`config.mk`:
```
export PLATFORM = sky130hd
export DESIGN_NAME = scan_master_seq
export DESIGN_NICKNAME = d
export VERILOG_FILES = /design/src/rtl/scan_master_seq.sv
export SDC_FILE = /design/constraint.sdc
export NUM_CORES = 1
export LEC_CHECK = 0
export BUFFER_PORTS_ARGS = -buffer_cell sky130_fd_sc_hd__buf_2
export CELL_PAD_IN_SITES_DETAIL_PLACEMENT = 1
export CELL_PAD_IN_SITES_GLOBAL_PLACEMENT = 2
export CORE_MARGIN = 5
export CORE_UTILIZATION = 39
export CTS_CLUSTER_DIAMETER = 200
export DETAILED_ROUTE_END_ITERATION = 16
export HOLD_SLACK_MARGIN = 0.02
export MAX_ROUTING_LAYER = met4
export PLACE_DENSITY = 0.95
export SLEW_MARGIN = 10
export SYNTH_ARGS = -nofsm -noshare
export SYNTH_HDL_FRONTEND = slang
export SYNTH_SLANG_ARGS = --single-unit
```
`constraint.sdc`:
```
create_clock -name scan_clk -period 26 [get_ports scan_clk]
set_input_delay 1.3 -clock scan_clk [delete_from_list [all_inputs] [get_ports scan_clk]]
set_output_delay 1.3 -clock scan_clk [all_outputs]
set_load 0.03 [all_outputs]
```
`src/rtl/scan_master_seq.sv`:
```
// scan_master_seq: turns parallel host scan commands into the serial address/capture/data/gap scan protocol.
module scan_master_seq #(
  parameter int ADDR_W     = 12,
  parameter int DATA_W     = 140,
  parameter int LEN_W      = 8,
  parameter int GAP_CYCLES = 2
) (
  input  logic              scan_clk,
  input  logic              reset,
  input  logic              cmd_valid,
  output logic              cmd_ready,
  input  logic              cmd_read,
  input  logic [ADDR_W-1:0] cmd_addr,
  input  logic [LEN_W-1:0]  cmd_len,
  input  logic [DATA_W-1:0] cmd_wdata,
  input  logic              abort,
  output logic              scan_en,
  output logic              scan_in,
  output logic              take_scanout_data,
  input  logic              scan_out,
  output logic              rsp_valid,
  input  logic              rsp_ready,
  output logic [DATA_W-1:0] rsp_rdata,
  output logic              rsp_aborted,
  output logic              busy
);
  typedef enum logic [2:0] {IDLE, ADDR, CAP, DATA, GAP, RESP} state_t;
  localparam logic [LEN_W-1:0] DLEN  = LEN_W'(DATA_W);
  localparam logic [LEN_W-1:0] GAP_N = LEN_W'(GAP_CYCLES - 1);
  localparam logic [LEN_W-1:0] ADR_N = LEN_W'(ADDR_W - 1);
  state_t state, state_n;
  logic [LEN_W-1:0] cnt, cnt_n, eff_len, len_r;
  logic [ADDR_W-1:0] addr_sh;
  logic [DATA_W-1:0] wd_sh;
  logic read_r, accept, abort_ok;
  assign accept   = state == IDLE && cmd_valid;
  assign abort_ok = abort && state inside {ADDR, CAP, DATA};
  assign eff_len  = (cmd_len == '0 || cmd_len > DLEN) ? DLEN : cmd_len;
  always_ff @(posedge scan_clk or posedge reset)
    if (reset) begin
      state <= IDLE;
      cnt   <= '0;
    end else begin
      state <= state_n;
      cnt   <= cnt_n;
    end
  always_comb begin
    state_n = state;
    cnt_n   = cnt;
    unique case (state)
      IDLE: if (cmd_valid) begin
        state_n = ADDR;
        cnt_n   = ADR_N;
      end
      ADDR: if (cnt == '0) state_n = CAP; else cnt_n = cnt - 1'b1;
      CAP: begin
        state_n = DATA;
        cnt_n   = len_r - 1'b1;
      end
      DATA: if (cnt == '0) begin
        state_n = GAP;
        cnt_n   = GAP_N;
      end else cnt_n = cnt - 1'b1;
      GAP:  if (cnt == '0) state_n = RESP; else cnt_n = cnt - 1'b1;
      RESP: if (rsp_ready) state_n = IDLE;
      default: state_n = IDLE;
    endcase
    if (abort_ok) begin
      state_n = GAP;
      cnt_n   = GAP_N;
    end
  end
  // Outputs are registered from the next state so they line up with the state they describe.
  always_ff @(posedge scan_clk or posedge reset)
    if (reset) begin
      cmd_ready         <= 1'b1;
      busy              <= 1'b0;
      rsp_valid         <= 1'b0;
      scan_en           <= 1'b0;
      scan_in           <= 1'b0;
      take_scanout_data <= 1'b0;
      rsp_rdata         <= '0;
      rsp_aborted       <= 1'b0;
      addr_sh           <= '0;
      wd_sh             <= '0;
      len_r             <= '0;
      read_r            <= 1'b0;
    end else begin
      cmd_ready         <= state_n == IDLE;
      busy              <= state_n != IDLE;
      rsp_valid         <= state_n == RESP;
      scan_en           <= state_n inside {ADDR, CAP, DATA};
      take_scanout_data <= state_n == CAP && read_r;
      scan_in           <= accept ? cmd_addr[ADDR_W-1] :
                           state_n == ADDR ? addr_sh[ADDR_W-1] :
                           state_n == DATA ? wd_sh[DATA_W-1] : 1'b0;
      if (accept) begin
        addr_sh     <= cmd_addr << 1;
        wd_sh       <= cmd_wdata << (DLEN - eff_len);
        len_r       <= eff_len;
        read_r      <= cmd_read;
        rsp_rdata   <= '0;
        rsp_aborted <= 1'b0;
      end else if (state_n == ADDR) addr_sh <= addr_sh << 1;
      if (state_n == DATA) wd_sh <= wd_sh << 1;
      if (state == DATA) rsp_rdata <= {rsp_rdata[DATA_W-2:0], scan_out};
      if (abort_ok) rsp_aborted <= 1'b1;
    end
endmodule

```
==> flow_summary_export.csv, run 1 <==
group,metric,value,unit
status,status,"finished, final reports clean",
die,die-area,66300,sq um
synthesis,synth_edf_count,0,
sta,hold_viol_final,0,
die,start_util,39.5,%
drt,wl_per_cell,30.7,microns
setup_path,regToRegStartpoint,"cnt[0]",
synthesis,synthArstFlopShare,100,%
grt,grt_pass1_vias,24900,
sta,min_period,6.73,ns
power,pwr-share-seq,31.1,%
placed_design,dp_hpwl,82000,microns
synthesis,synth_compound_area_share,24.3,%
grt,grt_overflow,0,
clock_tree,post_cts_buffers,0,
drt,drc,0,
setup_path,crit_type,"input pin to register",
die,die_w,257,microns
drt,drt_iter0_drc,3326,
sta,slew_headroom,6.04,%
final_layout,mostFrequentLayoutCell,"mux2i_1",
sta,worst_clock_skew,0.0465,ns
synthesis,synth_xor_area_share,0.398,%
final_layout,layout_common_cells,"387 x mux2i_1, 317 x dfrtp_1, 314 x buf_2",
final_layout,nets,3017,
sta,tightest_slew,1.40,ns
synthesis,synthMuxAreaShare,23.1,%
grt,grt_max_degree,162,
clock_tree,hold_buffers,0,
synthesis,yosysSeqAreaShare,33.3,%
setup_path,cp-endpoint,"wd_sh[34]",
die,core,60500,sq um
synthesis,yosys.area_share.simple,14.0,%
synthesis,synthDistinctLibCells,78,
synthesis,syn-cell-area,23900,sq um
synthesis,syn_nets,2862,
clock_tree,cts_resized,0,
setup_path,arrival,7.18,ns
setup_path,required,26.46,ns
setup_path,worst_path_max_delay_cell,"a222oi_1",
setup_path,crit_path_max_fanout,60,
placed_design,dpl.cell_count,3590,
final_layout,syn_to_final_growth,14.0,%
drt,ant_nets,0,
power,power.switching,1.02,mW
drt,routed_wl,113000,microns
final_layout,drive_gt1_share,20.0,%
power,p_sw_share,44.2,%
final_layout,fillers,7085,
clock_tree,htree_levels,2,
drt,avgViaCountPerCell,6.75,
die,io_pins,314,
final_layout,finalNonFillerCells,3668,
power,p_per_area,84.9,nW/um^2
synthesis,synth-seq-cells,318,
setup_path,cp_cell_sequence,"buf_2, a2111o_1, a21oi_4, inv_4, ha_4, buf_4, mux2i_1, mux2i_1, mux2_2, a222oi_1, mux2_2, o21ai_0, a221oi_1, nor2_1",
power,p_int,1.29,mW
sta,rsz0062_at_grt,"no",
synthesis,synth.top_cell.area_share,33.2,%
setup_path,worst_setup_path_end_kind,"register",
synthesis,synth_fa_ha_area_share,0.157,%
synthesis,syn_inst,2692,
synthesis,ys_warn_count,0,
setup_path,reg2reg_slack,21.74,ns
drt,firstDrtPassIters,6,
setup_path,r2r_cells,10,
sta,slew_violations,0,
synthesis,synth_top_family_by_area,"compound AO/OA/AOI/OAI gates",
clock_tree,clk_latency,0.61,ns
grt,grt_pass1_wl,166000,microns
power,ir_drop,0.0537,mV
synthesis,yosysTopAreaCell,"dfrtp_1",
setup_path,timing.rr.end,"wd_sh[120]",
drt,via_count,24800,
sta,fmax,149,MHz
clock_tree,clkTransAtPathRegs,0.06,ns
hold_path,hp-start,"read_r",
grt,track_usage,33.1,%
synthesis,netlist_top_cells_area,"dfrtp_1 33%, mux2i_1 16%, a22o_1 5.6%",
power,p_comb_share,44.9,%
setup_path,worstSetupStartpoint,"cmd_len[3]",
sta,setup_violations,0,
clock_tree,cts_tree,"done",
placed_design,gp_congestion,1.08,
clock_tree,cts.sinks,318,
die,die_y,257,microns
sta,setup_tns,0,ns
clock_tree,cts.path.max_buffers,3,
setup_path,max_stage_delay,0.87,ns
power,leakagePower,13.0,nW
power,pwr-share-clk,24.0,%
synthesis,synthFlopType,"dfrtp_1",
placed_design,numPortBuffers,313,
synthesis,synth_area_per_cell,8.87,sq um
die,fp-row-count,90,
grt,antenna_found_initial,9,
hold_path,hp-class,"register to register",
clock_tree,cts_buffers,37,
run,cap_violations,0,
setup_path,cp-start-kind,"input pin",
clock_tree,cts-root-buf,"clkbuf_16",
sta,fin_crit_sh,25.9,%
Yosys cell counts (all sizes together), types with 20 or more instances:
master and n:
clkbuf 152, a211oi 26, nand3 50, o211ai 31
a22o 152, dfrtp 317, a221oi 53, a31oi 31
nor2 229, nand2 312, nor3 41, mux4 26
inv 22, mux2 92, o21ai 147, a21oi 168
a221o 26, o22ai 54, and3 63, buf 95
o221ai 20, mux2i 388
critical path: cells and delay by family:
kind                       cells  cell delay (ns)
AOI/OAI and AO/OA              5             2.32
muxes                          4             1.28
adders and majority gates      1             0.84
and+or+nand+nor                1             0.08
buffers and inverters          3             1.29
layer usage:
layer | part of all wire, % | up-vias | track usage (%)
met5 | 0 | - | -
met4 | 5.7 | 0 | 16.0
met3 | 8.9 | 330 | 6.82
met2 | 46 | 1351 | 51.4
met1 | 39 | 12600 | 41.5
li1 | - | 10500 | -
cell families after synthesis:
kind of cell,after synthesis
flops,318
mux,506
compound gates,825
buf+inv,269
simple gates,761
fa+ha+maj,3
xor+xnor,10
per-stage QoR:
step / utilization [%] / hold WS, ns / instance area (sq um) / worst slack [ns] / total power, mW
after floorplan: - / 0.437 / 23900 / 15.90 / 1.35
after global placement: 42.8 / 0.450 / 25900 / 19.03 / 1.69
after detailed placement: 42.9 / 0.474 / 25900 / 18.84 / 1.72
after CTS: 45.0 / 0.494 / 27200 / 19.46 / 2.28
after global routing: 45.0 / 0.519 / 27200 / 19.13 / 2.41
final: 45.0 / 0.481 / 27200 / 19.27 / 2.31
power by group through the flow:
| stage | combinational (mW) | clock [mW] | sequential, mW |
|---|---|---|---|
| final | 1.04 | 0.556 | 0.719 |
| after CTS | 1.01 | 0.566 | 0.712 |
| after global routing | 1.09 | 0.586 | 0.727 |
| after floorplan | 0.665 | 0 | 0.685 |
| after detailed placement | 0.999 | 0 | 0.719 |
| after global placement | 0.973 | 0 | 0.714 |
how the worst min path moves through the flow:
stage                              to  slack [ns]  cells past startpoint
final                          read_r        0.48                      2
after global routing        wd_sh[33]        0.52                      1
after CTS                      read_r        0.49                      2
after detailed placement  rsp_aborted        0.47                      2
after global placement         read_r        0.45                      2
after floorplan                read_r        0.44                      2
state kept, by name (all words and copies together), names as in the netlist:
signal / count
rsp_aborted: 1
scan_in: 1
cnt: 8
rsp_valid: 1
addr_sh: 11
cmd_ready: 1
len_r: 8
take_scanout_data: 1
wd_sh: 140
busy: 1
state: 3
read_r: 1
scan_en: 1
rsp_rdata: 140
final cells by class:
type / instances / area, sq um / share of cell area, %
Antenna cell: 11 / 27.5 / 0.101
Clock buffer: 49 / 1020 / 3.75
Clock inverter: 18 / 254 / 0.933
Inverter: 22 / 92.6 / 0.340
Multi-Input combinational cell: 2105 / 14900 / 54.9
Sequential cell: 318 / 7960 / 29.2
Tap cell: 782 / 978 / 3.59
Timing Repair Buffer: 363 / 1950 / 7.17
Note: power is estimated with default switching activity, not from simulation.
==> run 2: changes to the inputs <==
--- a/config.mk
+++ b/config.mk
@@ -9,12 +9,12 @@
 export CELL_PAD_IN_SITES_DETAIL_PLACEMENT = 1
 export CELL_PAD_IN_SITES_GLOBAL_PLACEMENT = 2
 export CORE_MARGIN = 5
-export CORE_UTILIZATION = 39
+export CORE_UTILIZATION = 36
 export CTS_CLUSTER_DIAMETER = 200
 export DETAILED_ROUTE_END_ITERATION = 16
 export HOLD_SLACK_MARGIN = 0.02
 export MAX_ROUTING_LAYER = met4
-export PLACE_DENSITY = 0.95
+export PLACE_DENSITY = 0.9
 export SLEW_MARGIN = 10
 export SYNTH_ARGS = -nofsm -noshare
 export SYNTH_HDL_FRONTEND = slang
==> constraint.sdc (replaced) <==
create_clock -name scan_clk -period 6.61 [get_ports scan_clk]
set_input_delay 0.3305 -clock scan_clk [delete_from_list [all_inputs] [get_ports scan_clk]]
set_output_delay 0.3305 -clock scan_clk [all_outputs]
set_load 0.03 [all_outputs]
==> flow_summary_export.csv, run 2 (synthesized netlist as in run 1, its figures left out) <==
group,metric,value,unit
status,status,"finished, final reports clean",
die,io_pins,314,
drt,drt_iter0_drc,2842,
power,ir_drop,0.194,mV
grt,track_usage,31.3,%
clock_tree,cts_buffers,38,
hold_path,hp-start,"cmd_addr[4]",
drt,avgViaCountPerCell,6.55,
die,start_util,36.3,%
hold_path,holdPathEnd,"addr_sh[5]",
setup_path,arrival,5.51,ns
drt,firstDrtPassIters,6,
final_layout,finalNonFillerCells,3762,
final_layout,top_regs,"rsp_rdata: 140 flops, wd_sh: 140 flops, addr_sh: 11 flops",
drt,routed_wl,115000,microns
sta,worst_clock_skew,0.0284,ns
setup_path,r2r_cells,10,
setup_path,max_stage_delay,0.96,ns
grt,busiest_layer,"met2",
grt,met2_usage,48.2,%
final_layout,syn_to_final_growth,15.1,%
sta,hold_viol_final,0,
drt,wl_per_cell,30.5,microns
sta,timing.hold.ws,0.0363,ns
setup_path,worst_path_max_delay_cell,"a222oi_1",
sta,setup_tns,0,ns
clock_tree,cts-root-buf,"clkbuf_16",
die,die_y,268,microns
clock_tree,cts_tree,"done",
setup_path,critPathTopFamily,"compound AO/OA/AOI/OAI gates",
grt,grt_overflow,0,
sta,tightest_slew,1.23,ns
final_layout,nets,3038,
setup_path,crit_type,"input pin to register",
placed_design,dp_hpwl,84500,microns
run,cap_violations,0,
power,power,9.10,mW
sta,slew_headroom,17.6,%
grt,antenna_found_initial,6,
setup_path,worst_setup_path_end_kind,"register",
setup_path,cp_common_cell,"mux2i_1",
final_layout,drive_gt1_share,20.3,%
setup_path,cp_num_buf_inv,1,
die,core,65700,sq um
grt,gr-usage-met1,40.3,%
power,p_per_area,331,nW/um^2
placed_design,gp_congestion,1.05,
grt,grt_max_degree,148,
clock_tree,cts.path.max_buffers,3,
drt,drc,0,
sta,setup_violations,0,
clock_tree,cts.sinks,318,
hold_path,hold_depth,3,
sta,fmax,196,MHz
setup_path,cp_cell_sequence,"buf_2, nor4_1, a21oi_1, a31oi_1, nand2b_1, ha_4, mux2i_1, mux2i_1, a222oi_1, mux2i_1, o21ai_0, o211ai_1",
drt,ant_nets,0,
grt,grt_pass1_wl,167000,microns
final_layout,layout_common_cells,"387 x mux2i_1, 317 x dfrtp_1, 313 x buf_2",
final_layout,mostFrequentLayoutCell,"mux2i_1",
setup_path,required,7.00,ns
clock_tree,clkTransAtPathRegs,0.06,ns
power,leakagePower,13.1,nW
die,fp-row-count,94,
clock_tree,clk_latency,0.58,ns
grt,grt_pass1_vias,24800,
sta,min_period,5.11,ns
setup_path,regToRegStartpoint,"cnt[0]",
die,die_w,268,microns
setup_path,timing.rr.end,"wd_sh[123]",
clock_tree,htree_levels,2,
sta,rsz0062_at_grt,"no",
sta,fin_crit_sh,77.3,%
setup_path,reg2reg_slack,2.31,ns
grt,use_met3,6.50,%
setup_path,cp-start-kind,"input pin",
placed_design,dpl.cell_count,3684,
sta,slew_violations,0,
hold_path,hp-class,"input pin to register",
placed_design,numPortBuffers,313,
setup_path,crit_path_max_fanout,28,
die,die-area,71600,sq um
drt,via_count,24600,
[run 2: cell count changes in the layout (fill, tap and decap cells not counted), moves of 2 or more]
| cell | previous run | this run |
|---|---|---|
| buf_12 | 1 | 5 |
| buf_4 | 48 | 57 |
| bufinv_16 | 4 | 2 |
| clkbuf_1 | 7 | 5 |
| clkbuf_8 | 5 | 7 |
| clkinvlp_4 | 5 | 2 |
| diode_2 | 11 | 5 |
| dlygate4sd3_1 | 0 | 7 |
| nor2_1 | 222 | 225 |
| nor2_2 | 4 | 2 |
[run 2: what timing repair did]
item	4_1_cts	5_1_grt
hold endpoints to repair	38	0
hold buffers	7	0
endpoints found under the setup margin	0	0
resized for setup	0	0
buffers inserted	0	0
[run 2: cell type report]
class	count	area, sq um
Antenna cell	5	12.5
Clock buffer	50	1070
Clock inverter	15	183
Fill cell	7660	38300
Inverter	22	88.8
Multi-Input combinational cell	2105	14900
Sequential cell	318	7960
Tap cell	864	1080
Timing Repair Buffer	383	2180
[run 2: worst max path at each step]
stage                from         end  depth (start not counted)
2_1_floorplan  cmd_len[6]  wd_sh[139]                         21
3_3_place_gp   cmd_len[2]  wd_sh[117]                         14
3_5_place_dp   cmd_len[2]  wd_sh[117]                         12
4_1_cts        cmd_len[2]  wd_sh[117]                         12
5_1_grt        cmd_len[2]  wd_sh[117]                         12
6_report       cmd_len[2]  wd_sh[117]                         12
[run 2: layer usage]
metal / wire length, microns / vias to the layer above
li1: - / 10600
met1: 46400 / 12500
met2: 52200 / 1301
met3: 10200 / 289
met4: 5850 / 0
met5: 0 / -
[run 2: report_power, final]
part / total [mW] / leakage [nW] / switching (mW) / internal [mW]
clock: 2.13 / 0.614 / 0.908 / 1.22
sequential: 2.82 / 4.18 / 0.387 / 2.44
combinational: 4.15 / 8.32 / 2.75 / 1.40
total: 9.10 / 13.1 / 4.05 / 5.05
[run 2: worst register-to-register path, stage by stage, from the launching register on]
cell and delay, ns:
dfrtp_1 0.42, inv_1 0.11, ha_1 0.19, inv_1 0.06
nor3_1 0.33, nand3_1 0.31, nand3_4 0.74, buf_4 0.75
nand2_1 0.59, o21ai_0 0.55, nand4_1 0.13
[run 2: metrics by stage]
| step | util (%) | setup slack (ns) | instance area (sq um) |
|---|---|---|---|
| 2_1_floorplan | - | 1.58 | 23900 |
| 3_3_place_gp | 39.8 | 1.39 | 26100 |
| 3_5_place_dp | 39.8 | 1.22 | 26100 |
| 4_1_cts | 41.8 | 1.78 | 27500 |
| 5_1_grt | 41.8 | 1.50 | 27500 |
| 6_report | 41.8 | 1.50 | 27500 |
